[config.mk]
export PLATFORM = sky130hd
export DESIGN_NAME = program_loader_flat
export DESIGN_NICKNAME = d
export VERILOG_FILES = /design/src/rtl/program_loader_if.sv /design/src/rtl/program_loader.sv /design/src/flat_wrapper.sv
export SDC_FILE = /design/constraint.sdc
export NUM_CORES = 1
export LEC_CHECK = 0
export BUFFER_PORTS_ARGS = -buffer_cell sky130_fd_sc_hd__buf_2
export CELL_PAD_IN_SITES_DETAIL_PLACEMENT = 0
export CELL_PAD_IN_SITES_GLOBAL_PLACEMENT = 1
export CORE_UTILIZATION = 45
export CTS_CLUSTER_DIAMETER = 120
export DETAILED_ROUTE_END_ITERATION = 12
export GPL_TIMING_DRIVEN = 0
export HOLD_SLACK_MARGIN = 0.1
export MAX_ROUTING_LAYER = met4
export PLACE_DENSITY = 0.87
export SLEW_MARGIN = 5
export SYNTH_ARGS = -nofsm -noshare
export SYNTH_HDL_FRONTEND = slang
export SYNTH_SLANG_ARGS = --single-unit
export TNS_END_PERCENT = 1
[constraint.sdc]
create_clock -name clk -period 8.45 [get_ports clk]
set_input_delay 0.4225 -clock clk [delete_from_list [all_inputs] [get_ports clk]]
set_output_delay 0.4225 -clock clk [all_outputs]
set_load 0.05 [all_outputs]
[src/rtl/program_loader_if.sv]
// Stream + memory write bus between the boot stream source, the loader and the
// cpu external write ports. The loader sits on the slave side.
interface program_loader_if;
   logic        s_valid;
   logic        s_ready;
   logic [31:0] s_data;
   logic [31:0] imem_addr;
   logic        imem_wen;
   logic [31:0] imem_wdata;
   logic [31:0] dmem_addr;
   logic        dmem_wen;
   logic [31:0] dmem_wdata;

   // Loader side: consumes the stream, drives the memory write ports.
   modport slave (
      input  s_valid, s_data,
      output s_ready,
      output imem_addr, imem_wen, imem_wdata,
      output dmem_addr, dmem_wen, dmem_wdata
   );

   // Environment side: produces the stream, observes the memory writes.
   modport master (
      output s_valid, s_data,
      input  s_ready,
      input  imem_addr, imem_wen, imem_wdata,
      input  dmem_addr, dmem_wen, dmem_wdata
   );
endinterface

[src/rtl/program_loader.sv]
// Boot loader: takes a header/payload/trailer word stream, writes imem and
// dmem through the cpu external write ports, verifies the additive checksum
// and then owns the cpu enable until a stop is requested.
module program_loader #(
   parameter int unsigned IMEM_WORDS = 512,
   parameter int unsigned DMEM_WORDS = 1024,
   parameter int unsigned ADDR_STEP  = 4
) (
   input  logic                clk,
   input  logic                rst,
   input  logic                start_i,
   input  logic                stop_i,
   program_loader_if.slave     bus,
   output logic                cpu_enable_o,
   output logic                busy_o,
   output logic                error_o,
   output logic [1:0]          err_code_o
);

   localparam logic [31:0] IMEM_LIM = 32'(IMEM_WORDS);
   localparam logic [31:0] DMEM_LIM = 32'(DMEM_WORDS);
   localparam logic [31:0] STEP     = 32'(ADDR_STEP);

   typedef enum logic [2:0] {
      S_IDLE, S_HEADER, S_LOAD_I, S_LOAD_D, S_CHECK, S_RUN, S_ERROR
   } state_t;

   state_t      state_q, state_d;
   logic [31:0] csum_q, csum_d;
   logic [15:0] cnt_q, cnt_d;
   logic [15:0] ni_q, ni_d;
   logic [15:0] nd_q, nd_d;
   logic [1:0]  err_q, err_d;

   logic        s_ready_q;
   logic        imem_wen_q, imem_wen_d;
   logic [31:0] imem_addr_q, imem_addr_d;
   logic [31:0] imem_wdata_q, imem_wdata_d;
   logic        dmem_wen_q, dmem_wen_d;
   logic [31:0] dmem_addr_q, dmem_addr_d;
   logic [31:0] dmem_wdata_q, dmem_wdata_d;
   logic        cpu_enable_q, busy_q, error_q;

   logic        accept;
   logic        last_i, last_d;

   // s_ready_q is registered from the next state, so it always matches state_q.
   assign accept = bus.s_valid & s_ready_q;
   assign last_i = ({1'b0, cnt_q} + 17'd1) == {1'b0, ni_q};
   assign last_d = ({1'b0, cnt_q} + 17'd1) == {1'b0, nd_q};

   // Next-state and datapath decode for the load sequence.
   always_comb begin
      state_d      = state_q;
      csum_d       = csum_q;
      cnt_d        = cnt_q;
      ni_d         = ni_q;
      nd_d         = nd_q;
      err_d        = err_q;
      imem_wen_d   = 1'b0;
      imem_addr_d  = imem_addr_q;
      imem_wdata_d = imem_wdata_q;
      dmem_wen_d   = 1'b0;
      dmem_addr_d  = dmem_addr_q;
      dmem_wdata_d = dmem_wdata_q;
      case (state_q)
         S_IDLE, S_ERROR: begin
            if (start_i) begin
               state_d = S_HEADER;
               csum_d  = '0;
               cnt_d   = '0;
               err_d   = 2'b00;
            end
         end
         S_HEADER: begin
            if (accept) begin
               csum_d = csum_q + bus.s_data;
               ni_d   = bus.s_data[15:0];
               nd_d   = bus.s_data[31:16];
               if ({16'd0, bus.s_data[15:0]} > IMEM_LIM ||
                   {16'd0, bus.s_data[31:16]} > DMEM_LIM) begin
                  state_d = S_ERROR;
                  err_d   = 2'b01;
               end else if (bus.s_data[15:0] != 16'd0) begin
                  state_d = S_LOAD_I;
               end else if (bus.s_data[31:16] != 16'd0) begin
                  state_d = S_LOAD_D;
               end else begin
                  state_d = S_CHECK;
               end
            end
         end
         S_LOAD_I: begin
            if (accept) begin
               csum_d       = csum_q + bus.s_data;
               imem_wen_d   = 1'b1;
               imem_addr_d  = {16'd0, cnt_q} * STEP;
               imem_wdata_d = bus.s_data;
               if (last_i) begin
                  cnt_d   = '0;
                  state_d = (nd_q != 16'd0) ? S_LOAD_D : S_CHECK;
               end else begin
                  cnt_d = cnt_q + 16'd1;
               end
            end
         end
         S_LOAD_D: begin
            if (accept) begin
               csum_d       = csum_q + bus.s_data;
               dmem_wen_d   = 1'b1;
               dmem_addr_d  = {16'd0, cnt_q} * STEP;
               dmem_wdata_d = bus.s_data;
               if (last_d) begin
                  cnt_d   = '0;
                  state_d = S_CHECK;
               end else begin
                  cnt_d = cnt_q + 16'd1;
               end
            end
         end
         S_CHECK: begin
            if (accept) begin
               if (bus.s_data == csum_q) begin
                  state_d = S_RUN;
               end else begin
                  state_d = S_ERROR;
                  err_d   = 2'b10;
               end
            end
         end
         S_RUN: begin
            if (stop_i) state_d = S_IDLE;
         end
         default: state_d = S_IDLE;
      endcase
   end

   // State, datapath and registered outputs; status outputs follow the next state.
   always_ff @(posedge clk) begin
      if (rst) begin
         state_q      <= S_IDLE;
         csum_q       <= '0;
         cnt_q        <= '0;
         ni_q         <= '0;
         nd_q         <= '0;
         err_q        <= 2'b00;
         s_ready_q    <= 1'b0;
         imem_wen_q   <= 1'b0;
         imem_addr_q  <= '0;
         imem_wdata_q <= '0;
         dmem_wen_q   <= 1'b0;
         dmem_addr_q  <= '0;
         dmem_wdata_q <= '0;
         cpu_enable_q <= 1'b0;
         busy_q       <= 1'b0;
         error_q      <= 1'b0;
      end else begin
         state_q      <= state_d;
         csum_q       <= csum_d;
         cnt_q        <= cnt_d;
         ni_q         <= ni_d;
         nd_q         <= nd_d;
         err_q        <= err_d;
         imem_wen_q   <= imem_wen_d;
         imem_addr_q  <= imem_addr_d;
         imem_wdata_q <= imem_wdata_d;
         dmem_wen_q   <= dmem_wen_d;
         dmem_addr_q  <= dmem_addr_d;
         dmem_wdata_q <= dmem_wdata_d;
         busy_q       <= (state_d == S_HEADER) || (state_d == S_LOAD_I) ||
                         (state_d == S_LOAD_D) || (state_d == S_CHECK);
         s_ready_q    <= (state_d == S_HEADER) || (state_d == S_LOAD_I) ||
                         (state_d == S_LOAD_D) || (state_d == S_CHECK);
         cpu_enable_q <= (state_d == S_RUN);
         error_q      <= (state_d == S_ERROR);
      end
   end

   assign bus.s_ready    = s_ready_q;
   assign bus.imem_wen   = imem_wen_q;
   assign bus.imem_addr  = imem_addr_q;
   assign bus.imem_wdata = imem_wdata_q;
   assign bus.dmem_wen   = dmem_wen_q;
   assign bus.dmem_addr  = dmem_addr_q;
   assign bus.dmem_wdata = dmem_wdata_q;
   assign cpu_enable_o   = cpu_enable_q;
   assign busy_o         = busy_q;
   assign error_o        = error_q;
   assign err_code_o     = err_q;

endmodule

[src/flat_wrapper.sv]
// flat-port wrapper written by rule: the top's interface ports become plain ports
module program_loader_flat 
#(
   parameter int unsigned IMEM_WORDS = 512,
   parameter int unsigned DMEM_WORDS = 1024,
   parameter int unsigned ADDR_STEP  = 4
)
  (clk, rst, start_i, stop_i, cpu_enable_o, busy_o, error_o, err_code_o, bus_s_valid, bus_s_data, bus_s_ready, bus_imem_addr, bus_imem_wen, bus_imem_wdata, bus_dmem_addr, bus_dmem_wen, bus_dmem_wdata);
  program_loader_if bus_i ();
  input  logic clk;
  input  logic rst;
  input  logic start_i;
  input  logic stop_i;
  output logic cpu_enable_o;
  output logic busy_o;
  output logic error_o;
  output logic [1:0] err_code_o;
  input wire logic [$bits(bus_i.s_valid)-1:0] bus_s_valid;
  input wire logic [$bits(bus_i.s_data)-1:0] bus_s_data;
  output wire logic [$bits(bus_i.s_ready)-1:0] bus_s_ready;
  output wire logic [$bits(bus_i.imem_addr)-1:0] bus_imem_addr;
  output wire logic [$bits(bus_i.imem_wen)-1:0] bus_imem_wen;
  output wire logic [$bits(bus_i.imem_wdata)-1:0] bus_imem_wdata;
  output wire logic [$bits(bus_i.dmem_addr)-1:0] bus_dmem_addr;
  output wire logic [$bits(bus_i.dmem_wen)-1:0] bus_dmem_wen;
  output wire logic [$bits(bus_i.dmem_wdata)-1:0] bus_dmem_wdata;
  assign bus_i.s_valid = bus_s_valid;
  assign bus_i.s_data = bus_s_data;
  assign bus_s_ready = bus_i.s_ready;
  assign bus_imem_addr = bus_i.imem_addr;
  assign bus_imem_wen = bus_i.imem_wen;
  assign bus_imem_wdata = bus_i.imem_wdata;
  assign bus_dmem_addr = bus_i.dmem_addr;
  assign bus_dmem_wen = bus_i.dmem_wen;
  assign bus_dmem_wdata = bus_i.dmem_wdata;
  program_loader #(.IMEM_WORDS(IMEM_WORDS), .DMEM_WORDS(DMEM_WORDS), .ADDR_STEP(ADDR_STEP)) u_core (.clk(clk), .rst(rst), .start_i(start_i), .stop_i(stop_i), .bus(bus_i), .cpu_enable_o(cpu_enable_o), .busy_o(busy_o), .error_o(error_o), .err_code_o(err_code_o));
endmodule
# Word-level counts from Yosys, hierarchy flattened
# Index checks and enable logic that the tools add are counted.
# op_classes
addsub	3
magnitude_cmp	2
n_eq_ne	23
muxes	30
n_bitwise	3
n_reduce_logical	21
# op_table
op	count
16-bit two-way mux	5
32-bit two-way mux	2
32-bit one-hot mux with 2 select lines	1
16-bit one-hot mux with 3 select lines	1
16-bit nonzero test	3
3-bit two-way mux	12
17-bit by 16-bit == test with 1-bit output	2
32-bit adder	1
32-bit == test	1
3-bit == test (second input constant)	6
3-bit one-hot mux with 6 select lines	1
16-bit by 1-bit adder with 17-bit output (second input constant)	1
16-bit by 1-bit adder with 16-bit output (second input constant)	1
16-bit by 10-bit greater-than comparator with 1-bit output (second input constant)	1
16-bit by 11-bit greater-than comparator with 1-bit output (second input constant)	1
3-bit by 2-bit == test with 1-bit output (second input constant)	4
2-bit two-way mux	6
2-bit by 1-bit inequality test with 1-bit output (second input constant)	6
3-bit by 1-bit == test with 1-bit output (second input constant)	2
2-bit one-hot mux with 3 select lines	1
2-bit AND reduction	3
6-bit AND reduction	1
3-bit nonzero test	2
2-bit OR reduction	3
other kinds (10)	15
# totals
regBits	186
inputBits	37
out_inout_bits	136
elab_cells	97

# Depth between registers and ports, before layout
# logic_depth
ltp_word	10
depth_mapped	13
mapped_depth_nobuf	11

# Least setup slack after synthesis
# OpenSTA, ideal clock, no wires.
# synth_path
path_kind	in2reg
startpoint	in bus_s_data[0]
endpoint	reg u_core.csum_q[30]
setup_ns	0.062
arrival_time_ns	2.994
required_time_ns	8.388
setup_slack_ns	5.394
path_stages	11
path_buffers	0
path_cell_list	ha_1 fa_1 a211oi_1 o21bai_1 a21bo_2 a21boi_0 o21ai_0 a31oi_1 o211ai_1 or3_1 nand3_1
# synth_between
elab_chain_len	3
# synth_lines
element	line	rtl
start, declared	flat_wrapper.sv:19	input wire logic [$bits(bus_i.s_data)-1:0] bus_s_data;
32-bit adder	program_loader.sv:77, program_loader.sv:95, program_loader.sv:109	
32-bit two-way mux	program_loader.sv:76, program_loader.sv:94, program_loader.sv:108	
32-bit one-hot mux with 2 select lines	program_loader.sv:66	case (state_q)
end signal, assigned	program_loader.sv:159	csum_q <= csum_d;
end, declared	program_loader.sv:29	logic [31:0] csum_q, csum_d;
# No other way between the ends. The select of a mux whose other input is x is not followed.
# A chain may end at the register's enable or synchronous reset.

# Final worst setup path
# layout_path
startpoint	reg u_core.cnt_q[0]
endpoint	reg u_core.cnt_q[7]
# layout_between
elab_chain_len	5
word_cells_on_any_way	9
classes_between	add/sub (2); eq/ne (2); mux (5)
# layout_lines
element	line	rtl
start, declared	program_loader.sv:30	logic [15:0] cnt_q, cnt_d;
start signal, assigned	program_loader.sv:160	cnt_q <= cnt_d;
16-bit by 1-bit adder with 17-bit output	program_loader.sv:49, program_loader.sv:50	
17-bit by 16-bit == test with 1-bit output (on tied branches)	program_loader.sv:50, program_loader.sv:49	
16-bit two-way mux (on tied branches)	program_loader.sv:113, program_loader.sv:99	
16-bit two-way mux (on tied branches)	program_loader.sv:108, program_loader.sv:94	
16-bit one-hot mux with 3 select lines *	program_loader.sv:66	
# Mark *: on every way between the ends. The rest lies on a longest branch, timed or not. The select of a mux whose other input is x is not followed.

==> results.toml <==
[grt]
grtUsageMet3_pct = 3.38
grt_usage_pct = 29.2
grt_busiest_layer = "met2"
grt_pass1_wl_um = 49800
antenna_found_initial = 0
grt_pass1_vias = 8999
grt_start_max_net_pins = 17
use_met2_pct = 48.3
grt_overflow = 0
gr-usage-met1_pct = 36.7

[final_layout]
seq_area_um2 = 3720
fillers = 2209
fin_nets = 1559
antenna_cells = 0
multi_input_area_um2 = 5800
instances_no_fill = 1782
area_growth_syn_to_layout_pct = 17.6
fin_area_um2 = 11900
drive_above_1_share_pct = 15.7

[critical_path]
worstPathArrival_ns = 4.09
r2r_cells = 12
worstSetupEndpointType = "register"
r2r_start = "u_core.cnt_q[0]"
cp-start-kind = "register"
regToRegEndpoint = "u_core.cnt_q[7]"
crit_fanout = 10
critical_path_required_ns = 8.79
path_class = "register to register"
rrSetupSlack_ns = 4.70

[route]
dr.pass1.iters = 5
drt-total-wl_um = 32400
drt_iter0_drc = 892
wl_per_cell_um = 18.2
vias = 9859
vias_per_cell = 5.53
postRouteAntennaNets = 0
remaining_drc_errors = 0

[sta]
skew_ns = 0.00989
setup_viol = 0
rsz0062_at_grt = "no"
slew_violations = 0
hold_viol_final = 0
relSlewSlack_pct = 12.6
fin_tns_setup_ns = 0
max_freq_mhz = 267
worstMarginPinSlew_ns = 1.29
min_period_ns = 3.75
fin_crit_sh_pct = 44.4

[logic_synthesis]
syn_avg_cell_area_um2 = 7.76
yosysMostFrequentCell = "nand2_1"
synthCells = 1299
synth_top_area_share_pct = 37.0
ys.flop_type = "dfxtp_1"
synth-edff-count = 0
async_flop_share_pct = 0
ys_seq_area_share_pct = 37.0
yosysWarnings = 0
synth-seq-cells = 186
yosys-top-cells-count = "nand2_1, dfxtp_1, a21oi_1"
yosysTopAreaCell = "dfxtp_1"
synth_top_cells_by_area = "dfxtp_1, nand2_1, a21oi_1"
synth_cell_type_count = 70
synth_area_um2 = 10100

[die]
die_h_um = 152
ios = 173
die_w_um = 152
start_util_pct = 46.0
rows = 54
die-area_um2 = 23000
core_region_area_um2 = 21900

[power_and_ir_drop]
switching_share_pct = 28.0
internal-power_w = 0.00144
power_per_cell_area_nw_per_um2 = 169
combPwrFrac_pct = 13.0
irDropWorstVdd_v = 0.000126
power.net_switching_w = 0.000561
p_clk_share_pct = 42.2
leakagePower_nw = 4.84
sequentialPowerShare_pct = 44.8

[clock_network]
cts_htree_levels = 4
ctsHoldBuffers = 0
cts_buffers = 17
cts_resized = 0
clkSlewWorstSetupHoldPaths_ns = 0.07
cts_sinks = 186
clk_latency_ns = 0.44
clockBufferDepth = 2
post_cts_buffers = 0
cts_tree = "yes"
cts_root_buf = "clkbuf_16"

[placement]
io_buffer_count = 140
dpl-instance-area_um2 = 11200
gp_congestion = 0.982
hpwlAfterDp_um = 24200
dp.cells = 1750

[worst_hold_path]
min_path_cells = 3
hold_end = "u_core.bus.dmem_wdata[16]"
worstHoldStart = "bus_s_data[16]"
min_path_type = "input port to register"

[status]
status = "finished, final reports clean"

[flow_run]
max_cap_viol_count = 0
==> worst max-delay path, cell delays in order, from the launching register on <==
cell      delay, ns
dfxtp_1        0.39
clkbuf_1       0.51
nand2_1        0.26
nor4_1         0.36
buf_2          0.31
xnor2_1        0.15
a21oi_1        0.10
nor4_1         0.63
a31o_2         0.30
buf_2          0.23
nor3_1         0.07
o21a_1         0.17
o21ba_1        0.17
==> worst max path at each step <==
| stage | startpoint | end | slack, ns | cells after the start |
|---|---|---|---|---|
| floorplan | bus_s_data[0] | u_core.csum_q[30] | 5.39 | 11 |
| global placement | bus_s_data[0] | u_core.csum_q[30] | 4.65 | 12 |
| detailed placement | bus_s_data[0] | u_core.csum_q[30] | 4.63 | 12 |
| global route | u_core.cnt_q[0] | u_core.cnt_q[9] | 4.46 | 12 |
| CTS | u_core.cnt_q[0] | u_core.cnt_q[7] | 4.77 | 12 |
| finish | u_core.cnt_q[0] | u_core.cnt_q[7] | 4.70 | 12 |
==> cells in the final DEF, fill, tap and decap left out, drive strengths merged, types with 5 or more instances in the layout <==
master	n
a21o	17
nor3	23
nor4b	7
nor2b	12
nor3b	7
a22oi	19
o21ai	41
a211oi	5
or3	9
nand3b	11
a21oi	180
inv	13
xnor3	7
o21bai	6
o31ai	6
buf	198
and2	7
clkbuf	89
a22o	13
xnor2	41
nor4	25
and3	10
nand3	24
o211ai	7
nand4b	6
nand4	20
nand2	298
a31oi	7
nand2b	12
ha	32
conb	32
dfxtp	186
xor2	16
nor2	56
o21a	7
==> logic make-up after synthesis <==
group | synth area share (%)
compound gates | 19.8
buf+inv | 6.62
fa+ha+maj | 4.17
xor+xnor | 6.52
simple gates | 25.8
mux | 0.112
flops | 37.0
other cells | 0.0372
==> state kept, by name, summed over array words and instances, names as in the netlist <==
register,cells
u_core.bus.dmem_addr,16
u_core.bus.dmem_wdata,32
u_core.bus.dmem_wen,1
u_core.bus.imem_addr,16
u_core.bus.imem_wdata,32
u_core.bus.imem_wen,1
u_core.bus.s_ready,1
u_core.cnt_q,16
u_core.cpu_enable_o,1
u_core.csum_q,32
u_core.err_code_o,2
u_core.error_o,1
u_core.nd_q,16
u_core.ni_q,16
u_core.state_q,3
==> routing by layer <==
metal	vias to the layer above	part of all wire [%]
li1	4849	-
met1	4643	44
met2	304	48
met3	63	5.0
met4	0	2.8
met5	-	0
==> cell type report <==
| type | instances | area share [%] |
|---|---|---|
| buffer | 128 | 5.31 |
| clock buffer | 19 | 3.74 |
| clock inverter | 13 | 1.40 |
| inverter | 10 | 0.317 |
| multi-input combinational | 1006 | 49.0 |
| sequential | 186 | 31.4 |
| tap | 280 | 2.96 |
| timing repair buffer | 140 | 5.91 |
==> power by group through the flow <==
stage                     clock network [W]  registers, W  logic [W]
after floorplan                           0      0.000922   0.000176
final                              0.000846      0.000898   0.000261
after CTS                          0.000854      0.000897   0.000258
after global routing               0.000886      0.000898   0.000282
after global placement                    0      0.000917   0.000255
after detailed placement                  0      0.000917   0.000256
==> through the flow <==
stage / setup WS [ns] / power [W] / util, % / hold slack (ns)
2_1_floorplan: 5.39 / 0.00110 / - / 0.429
3_3_place_gp: 4.65 / 0.00117 / 51.4 / 0.440
3_5_place_dp: 4.63 / 0.00117 / 51.4 / 0.444
4_1_cts: 4.77 / 0.00201 / 54.1 / 0.279
5_1_grt: 4.46 / 0.00207 / 54.1 / 0.290
6_report: 4.70 / 0.00200 / 54.1 / 0.284
Note: power is estimated with default switching activity, not from simulation.
